### src/rtl/uart_prog_loader.sv
// Serial program loader: 8N1 UART frames (A5, LEN, data, CSUM) written into program RAM; CPU held in reset while loading.
// Latency: we/w_addr/w_data one cycle after the byte's rx_valid; done/cpu_rst_n release one cycle after the checksum byte.
// Backpressure: none; the RAM write port always accepts, and bytes are consumed at line rate including back-to-back frames.
module uart_prog_loader #(
  parameter int CLK_HZ         = 27_000_000,
  parameter int BAUD           = 115200,
  parameter int TIMEOUT_CYCLES = 2_700_000
) (
  input  logic       clk,
  input  logic       rst,
  input  logic       rx,
  output logic       we,
  output logic [7:0] w_addr,
  output logic [7:0] w_data,
  output logic       cpu_rst_n,
  output logic       busy,
  output logic       done,
  output logic       err
);

  localparam int CLKS_PER_BIT = (CLK_HZ + BAUD / 2) / BAUD;
  localparam int HALF_BIT     = CLKS_PER_BIT / 2;
  localparam int CNT_W        = $clog2(CLKS_PER_BIT + 1);
  localparam int GAP_W        = $clog2(TIMEOUT_CYCLES + 1);

  localparam logic [CNT_W-1:0] BIT_LAST  = CNT_W'(CLKS_PER_BIT - 1);
  localparam logic [CNT_W-1:0] HALF_LAST = CNT_W'(HALF_BIT - 1);
  localparam logic [GAP_W-1:0] GAP_LIMIT = GAP_W'(TIMEOUT_CYCLES);
  localparam logic [7:0]       SYNC_BYTE = 8'hA5;

  typedef enum logic [1:0] {U_IDLE, U_START, U_DATA, U_STOP} u_state_t;
  typedef enum logic [1:0] {L_IDLE, L_LEN, L_DATA, L_CSUM} l_state_t;

  // ---------------- UART receiver ----------------
  logic             rx_meta, rx_sync, rx_prev;
  u_state_t         u_state, u_nxt;
  logic [CNT_W-1:0] bit_cnt, cnt_nxt;
  logic [2:0]       bit_idx, idx_nxt;
  logic [7:0]       shreg, sh_nxt;
  logic [7:0]       rx_byte, byte_nxt;
  logic             rx_valid, valid_nxt;
  logic             rx_ferr, ferr_nxt;

  // Two-flop synchronizer plus one delayed copy for falling-edge detection; idles high.
  always_ff @(posedge clk or negedge rst) begin
    if (!rst) begin
      rx_meta <= 1'b1;
      rx_sync <= 1'b1;
      rx_prev <= 1'b1;
    end else begin
      rx_meta <= rx;
      rx_sync <= rx_meta;
      rx_prev <= rx_sync;
    end
  end

  // Receiver state and datapath registers.
  always_ff @(posedge clk or negedge rst) begin
    if (!rst) begin
      u_state  <= U_IDLE;
      bit_cnt  <= '0;
      bit_idx  <= '0;
      shreg    <= '0;
      rx_byte  <= '0;
      rx_valid <= 1'b0;
      rx_ferr  <= 1'b0;
    end else begin
      u_state  <= u_nxt;
      bit_cnt  <= cnt_nxt;
      bit_idx  <= idx_nxt;
      shreg    <= sh_nxt;
      rx_byte  <= byte_nxt;
      rx_valid <= valid_nxt;
      rx_ferr  <= ferr_nxt;
    end
  end

  // Receiver next state: start-bit recheck at half bit, then one sample per bit period at bit centres.
  always_comb begin
    u_nxt     = u_state;
    cnt_nxt   = bit_cnt;
    idx_nxt   = bit_idx;
    sh_nxt    = shreg;
    byte_nxt  = rx_byte;
    valid_nxt = 1'b0;
    ferr_nxt  = 1'b0;
    case (u_state)
      U_IDLE: begin
        cnt_nxt = '0;
        idx_nxt = '0;
        if (rx_prev && !rx_sync) u_nxt = U_START;
      end
      U_START: begin
        if (bit_cnt == HALF_LAST) begin
          cnt_nxt = '0;
          // A line already back high at mid start bit was only a glitch.
          u_nxt   = rx_sync ? U_IDLE : U_DATA;
        end else begin
          cnt_nxt = bit_cnt + 1'b1;
        end
      end
      U_DATA: begin
        if (bit_cnt == BIT_LAST) begin
          cnt_nxt = '0;
          sh_nxt  = {rx_sync, shreg[7:1]};
          idx_nxt = bit_idx + 3'd1;
          if (bit_idx == 3'd7) u_nxt = U_STOP;
        end else begin
          cnt_nxt = bit_cnt + 1'b1;
        end
      end
      U_STOP: begin
        if (bit_cnt == BIT_LAST) begin
          cnt_nxt = '0;
          if (rx_sync) begin
            valid_nxt = 1'b1;
            byte_nxt  = shreg;
          end else begin
            ferr_nxt = 1'b1;
          end
          // Returning to idle at mid stop bit leaves half a bit to catch a back-to-back start edge.
          u_nxt = U_IDLE;
        end else begin
          cnt_nxt = bit_cnt + 1'b1;
        end
      end
      default: u_nxt = U_IDLE;
    endcase
  end

  // ---------------- Frame loader ----------------
  l_state_t         l_state, l_nxt;
  logic [8:0]       remain, remain_nxt;
  logic [7:0]       addr, addr_nxt;
  logic [7:0]       sum, sum_nxt;
  logic [GAP_W-1:0] gap_cnt, gap_nxt;
  logic             we_nxt, busy_nxt, done_nxt, err_nxt, cpu_rst_n_nxt;
  logic [7:0]       w_addr_nxt, w_data_nxt;

  // Loader state, counters and registered outputs; reset releases the CPU to run existing RAM.
  always_ff @(posedge clk or negedge rst) begin
    if (!rst) begin
      l_state   <= L_IDLE;
      remain    <= '0;
      addr      <= '0;
      sum       <= '0;
      gap_cnt   <= '0;
      we        <= 1'b0;
      w_addr    <= '0;
      w_data    <= '0;
      busy      <= 1'b0;
      done      <= 1'b0;
      err       <= 1'b0;
      cpu_rst_n <= 1'b1;
    end else begin
      l_state   <= l_nxt;
      remain    <= remain_nxt;
      addr      <= addr_nxt;
      sum       <= sum_nxt;
      gap_cnt   <= gap_nxt;
      we        <= we_nxt;
      w_addr    <= w_addr_nxt;
      w_data    <= w_data_nxt;
      busy      <= busy_nxt;
      done      <= done_nxt;
      err       <= err_nxt;
      cpu_rst_n <= cpu_rst_n_nxt;
    end
  end

  // Loader next state: sync/length/data/checksum sequencing with framing-error and gap-timeout aborts.
  always_comb begin
    l_nxt         = l_state;
    remain_nxt    = remain;
    addr_nxt      = addr;
    sum_nxt       = sum;
    gap_nxt       = gap_cnt;
    we_nxt        = 1'b0;
    w_addr_nxt    = w_addr;
    w_data_nxt    = w_data;
    busy_nxt      = busy;
    done_nxt      = 1'b0;
    err_nxt       = err;
    cpu_rst_n_nxt = cpu_rst_n;
    if (l_state == L_IDLE) begin
      gap_nxt = '0;
      if (rx_valid && rx_byte == SYNC_BYTE) begin
        l_nxt         = L_LEN;
        busy_nxt      = 1'b1;
        cpu_rst_n_nxt = 1'b0;
        err_nxt       = 1'b0;
      end
    end else if (rx_ferr || gap_cnt == GAP_LIMIT) begin
      // Abandon the frame; the CPU stays in reset until a later frame succeeds.
      l_nxt    = L_IDLE;
      err_nxt  = 1'b1;
      busy_nxt = 1'b0;
      gap_nxt  = '0;
    end else if (rx_valid) begin
      gap_nxt = '0;
      case (l_state)
        L_LEN: begin
          remain_nxt = (rx_byte == 8'd0) ? 9'd256 : {1'b0, rx_byte};
          addr_nxt   = '0;
          sum_nxt    = '0;
          l_nxt      = L_DATA;
        end
        L_DATA: begin
          we_nxt     = 1'b1;
          w_addr_nxt = addr;
          w_data_nxt = rx_byte;
          addr_nxt   = addr + 8'd1;
          sum_nxt    = sum + rx_byte;
          remain_nxt = remain - 9'd1;
          if (remain == 9'd1) l_nxt = L_CSUM;
        end
        L_CSUM: begin
          busy_nxt = 1'b0;
          l_nxt    = L_IDLE;
          if (rx_byte == sum) begin
            done_nxt      = 1'b1;
            cpu_rst_n_nxt = 1'b1;
          end else begin
            err_nxt = 1'b1;
          end
        end
        default: l_nxt = L_IDLE;
      endcase
    end else begin
      gap_nxt = gap_cnt + 1'b1;
    end
  end

endmodule

### config.mk
export PLATFORM = sky130hd
export DESIGN_NAME = uart_prog_loader
export DESIGN_NICKNAME = d
export VERILOG_FILES = /design/src/rtl/uart_prog_loader.sv
export SDC_FILE = /design/constraint.sdc
export NUM_CORES = 1
export LEC_CHECK = 0
export CAP_MARGIN = 25
export CORE_ASPECT_RATIO = 0.9
export CORE_MARGIN = 4
export CORE_UTILIZATION = 65
export CTS_CLUSTER_DIAMETER = 120
export DETAILED_ROUTE_END_ITERATION = 8
export PLACE_DENSITY_LB_ADDON = 0.08
export SYNTH_ARGS = -nofsm -noshare
export SYNTH_HDL_FRONTEND = slang
export SYNTH_SLANG_ARGS = --single-unit
### constraint.sdc
create_clock -name clk -period 3.8 [get_ports clk]
set_clock_uncertainty 0.05 [all_clocks]
set_input_delay 0.76 -clock clk [delete_from_list [all_inputs] [get_ports clk]]
set_output_delay 0.76 -clock clk [all_outputs]
set_load 0.005 [all_outputs]
==> flow_metrics.env <==
export IMPL_fin_crit_ns=2.61
export IMPL_drc=0
export IMPL_power_mw=1.95
export IMPL_synth_edf_count=0
export IMPL_crit_path_cell_trace="inv_1, ha_1, nor4bb_1, nand2_1, o21ai_2, o21ai_0, a221o_1"
export IMPL_first_global_vias=3692
export IMPL_clkLatencyLatePin_ns=0.38
export IMPL_hp_start="rx_meta"
export IMPL_fmax_ghz=0.383
export IMPL_cp_arrival_ns=2.83
export IMPL_nFillCells=555
export IMPL_routed_via_density=6.09
export IMPL_crit_required_ns=4.02
export IMPL_routed_wl_um=10100
export IMPL_rsz0062_at_grt="no"
export IMPL_antenna_left=0
export IMPL_placement_rows=30
export IMPL_crit_type="reg2reg"
export IMPL_cp_max_fo=24
export IMPL_cts_buffers=9
export IMPL_layout_area_seq_um2=2610
export IMPL_initial_core_util_pct=68.3
export IMPL_wl_per_cell_um=16.6
export IMPL_drt_iter0_drc=178
export IMPL_clk_pin_slew_ns=0.11
export IMPL_critical_path_startpoint="gap_cnt[0]"
export IMPL_hold_viol=0
export IMPL_core_region_area_um2=7730
export IMPL_synthToLayoutAreaGrowth_pct=9.27
export IMPL_synth_seq_area_share_pct=49.4
export IMPL_power_density_nw_per_um2=338
export IMPL_dp_hpwl_um=6890
export IMPL_dieWidth_um=103
export IMPL_relSlewSlack_pct=42.4
export IMPL_postCtsSetupRepairBufs=0
export IMPL_leakagePower_nw=2.53
export IMPL_synthTopCellsByArea="dfrtp_1 (47%), mux2_2 (5.1%), ha_1 (5.0%), xnor2_1 (3.5%), nor2_1 (3.1%)"
export IMPL_max_stage_delay_ns=0.73
export IMPL_grt_max_degree=56
export IMPL_portBuffers=23
export IMPL_antenna_found_initial=0
export IMPL_synth_nets=512
export IMPL_htree_num_levels=3
export IMPL_die_height_um=93.5
export IMPL_pin_count=24
export IMPL_root_buffer="clkbuf_8"
export IMPL_grt_use_total_pct=23.1
export IMPL_cp_end_kind="register"
export IMPL_drt_pass1_iterations=4
export IMPL_multiInputGateArea_um2=2500
export IMPL_yosys_warnings=0
export IMPL_place_area_um2=5570
export IMPL_hold_class="reg2reg"
export IMPL_nNetsFinal=535
export IMPL_finalMaxSlewViolations=0
export IMPL_status="completed"
export IMPL_start_kind="register"
export IMPL_num_vias=3722
export IMPL_post_cts_resize_count=0
export IMPL_syn_avg_cell_area_um2=10.8
export IMPL_setup_violations=0
export IMPL_synth_top_cell_area_share_pct=47.4
export IMPL_cts_sinks=104
export IMPL_min_period_over_period_pct=68.7
export IMPL_worst_slew_pin_slew_ns=0.862
export IMPL_rr_startpoint="gap_cnt[0]"
export IMPL_max_cap_violations=0
export IMPL_synth_cell_type_count=68
export IMPL_ir_drop_mv=0.324
export IMPL_drive_above_1_share_pct=15.3
export IMPL_cts_hold_buf=0
export IMPL_synthFlopType="dfrtp_1"
export IMPL_worst_path_max_delay_cell="o21ai_2"
export IMPL_timing_hold_ws_ns=0.315
export IMPL_synth_async_reset_ratio_pct=100
export IMPL_syn_area_um2=5280
export IMPL_yosysTopAreaCell="dfrtp_1"
export IMPL_fin_area_um2=5770
export IMPL_grt_overflow=0
export IMPL_gp_congestion=0.874
export IMPL_tns_ns=0
export IMPL_grt_pass1_wl_um=17600
export IMPL_synthCells=487
export IMPL_die_area_um2=9630
export IMPL_synth_seq_cells=104
export IMPL_cts_tree="done"
export IMPL_clock_path_buffers=2
export IMPL_antennaDiodeCount=0
## flip-flops by register name, summed over array words and instances, names as in the netlist, named ones only
register,flops
addr,8
bit_cnt,8
bit_idx,3
busy,1
cpu_rst_n,1
done,1
err,1
gap_cnt,22
l_state,2
remain,9
rx_byte,8
rx_ferr,1
rx_meta,1
rx_prev,1
rx_sync,1
rx_valid,1
shreg,8
sum,8
u_state,1
w_addr,8
w_data,8
we,1
## cell families after synthesis
logic type | count (synthesis) | share of synthesized area, %
AO/OA/AOI/OAI | 82 | 10.7
XOR/XNOR | 31 | 5.14
adder cells (fa/ha/maj) | 22 | 5.36
buffers and inverters | 38 | 3.27
flip-flops | 104 | 49.4
multiplexers | 36 | 8.35
AND/OR/NAND/NOR | 174 | 17.8
## layer usage
metal / share of wire [%] / global-route usage [%] / vias to the layer above
li1: - / - / 1786
met1: 47 / 31.3 / 1857
met2: 49 / 37.2 / 67
met3: 3.3 / 4.33 / 12
met4: 1.1 / 7.98 / 0
met5: 0 / 0 / -
## Yosys cell counts (3+ instances only)
library cell	count
dfstp_2	4
o21ai_0	23
nor3b_1	3
a21oi_1	12
mux2_4	10
o2111ai_1	7
ha_1	21
buf_2	5
xnor2_1	21
a22o_1	8
nor3_1	13
or2_2	3
o22ai_1	7
dfrtp_1	100
o31ai_1	4
xor2_1	10
nor4_1	6
nand2b_1	4
mux2_2	24
nand2_1	36
nand3_1	25
a21o_1	3
nand4_1	6
inv_1	23
nor2_1	44
clkbuf_1	8
and3_1	8
## critical path: cells and delay by family, from the launching register on
family	cells	cell delay, ns
buffers and inverters	1	0.08
adders and majority gates	1	0.15
and+or+nand+nor	2	0.53
DFF	1	0.45
AOI/OAI and AO/OA	3	1.24
## per-stage QoR
stage	setup slack (ns)	utilization, %	std cells
4_1_cts	1.22	74.6	611
5_1_grt	0.930	74.6	611
2_1_floorplan	1.73	-	487
3_5_place_dp	1.23	72.0	595
3_3_place_gp	1.33	72.0	595
6_report	1.19	74.6	611
## area by class of cell
| type | count | area share [%] |
|---|---|---|
| tap | 96 | 2.08 |
| sequential | 104 | 45.2 |
| clock inverter | 7 | 1.28 |
| inverter | 23 | 1.50 |
| multi-input combinational | 345 | 43.3 |
| timing repair buffer | 27 | 4.47 |
| clock buffer | 9 | 2.15 |
## where the power goes
part | total [mW] | leakage (nW) | switching (mW) | internal (mW)
Clock | 0.687 | 0.0942 | 0.429 | 0.259
Combinational | 0.106 | 0.999 | 0.0722 | 0.0338
Sequential | 1.15 | 1.44 | 0.0265 | 1.13
Total | 1.95 | 2.53 | 0.527 | 1.42
## worst paths after layout
path / slack (ns) / cells past startpoint / end
hold / removal: 0.31 / 0 / rx_sync
hold reg to reg: 0.31 / 0 / rx_sync
setup / recovery: 1.19 / 7 / remain[8]
max in group asynchronous: 2.45 / 2 / cpu_rst_n
setup reg to reg: 1.19 / 7 / remain[8]
min in group asynchronous: 0.37 / 1 / w_addr[6]
## placed cells by master (no fill, tap or decap), types with 13 or more instances in the layout
master,count
nand2_1,36
xnor2_1,21
ha_1,21
o21ai_0,23
inv_1,23
nor2_1,44
clkdlybuf4s50_1,22
nand3_1,25
dfrtp_1,100
nor3_1,13
mux2_2,24
No activity file was read; power rests on OpenSTA's default activity.
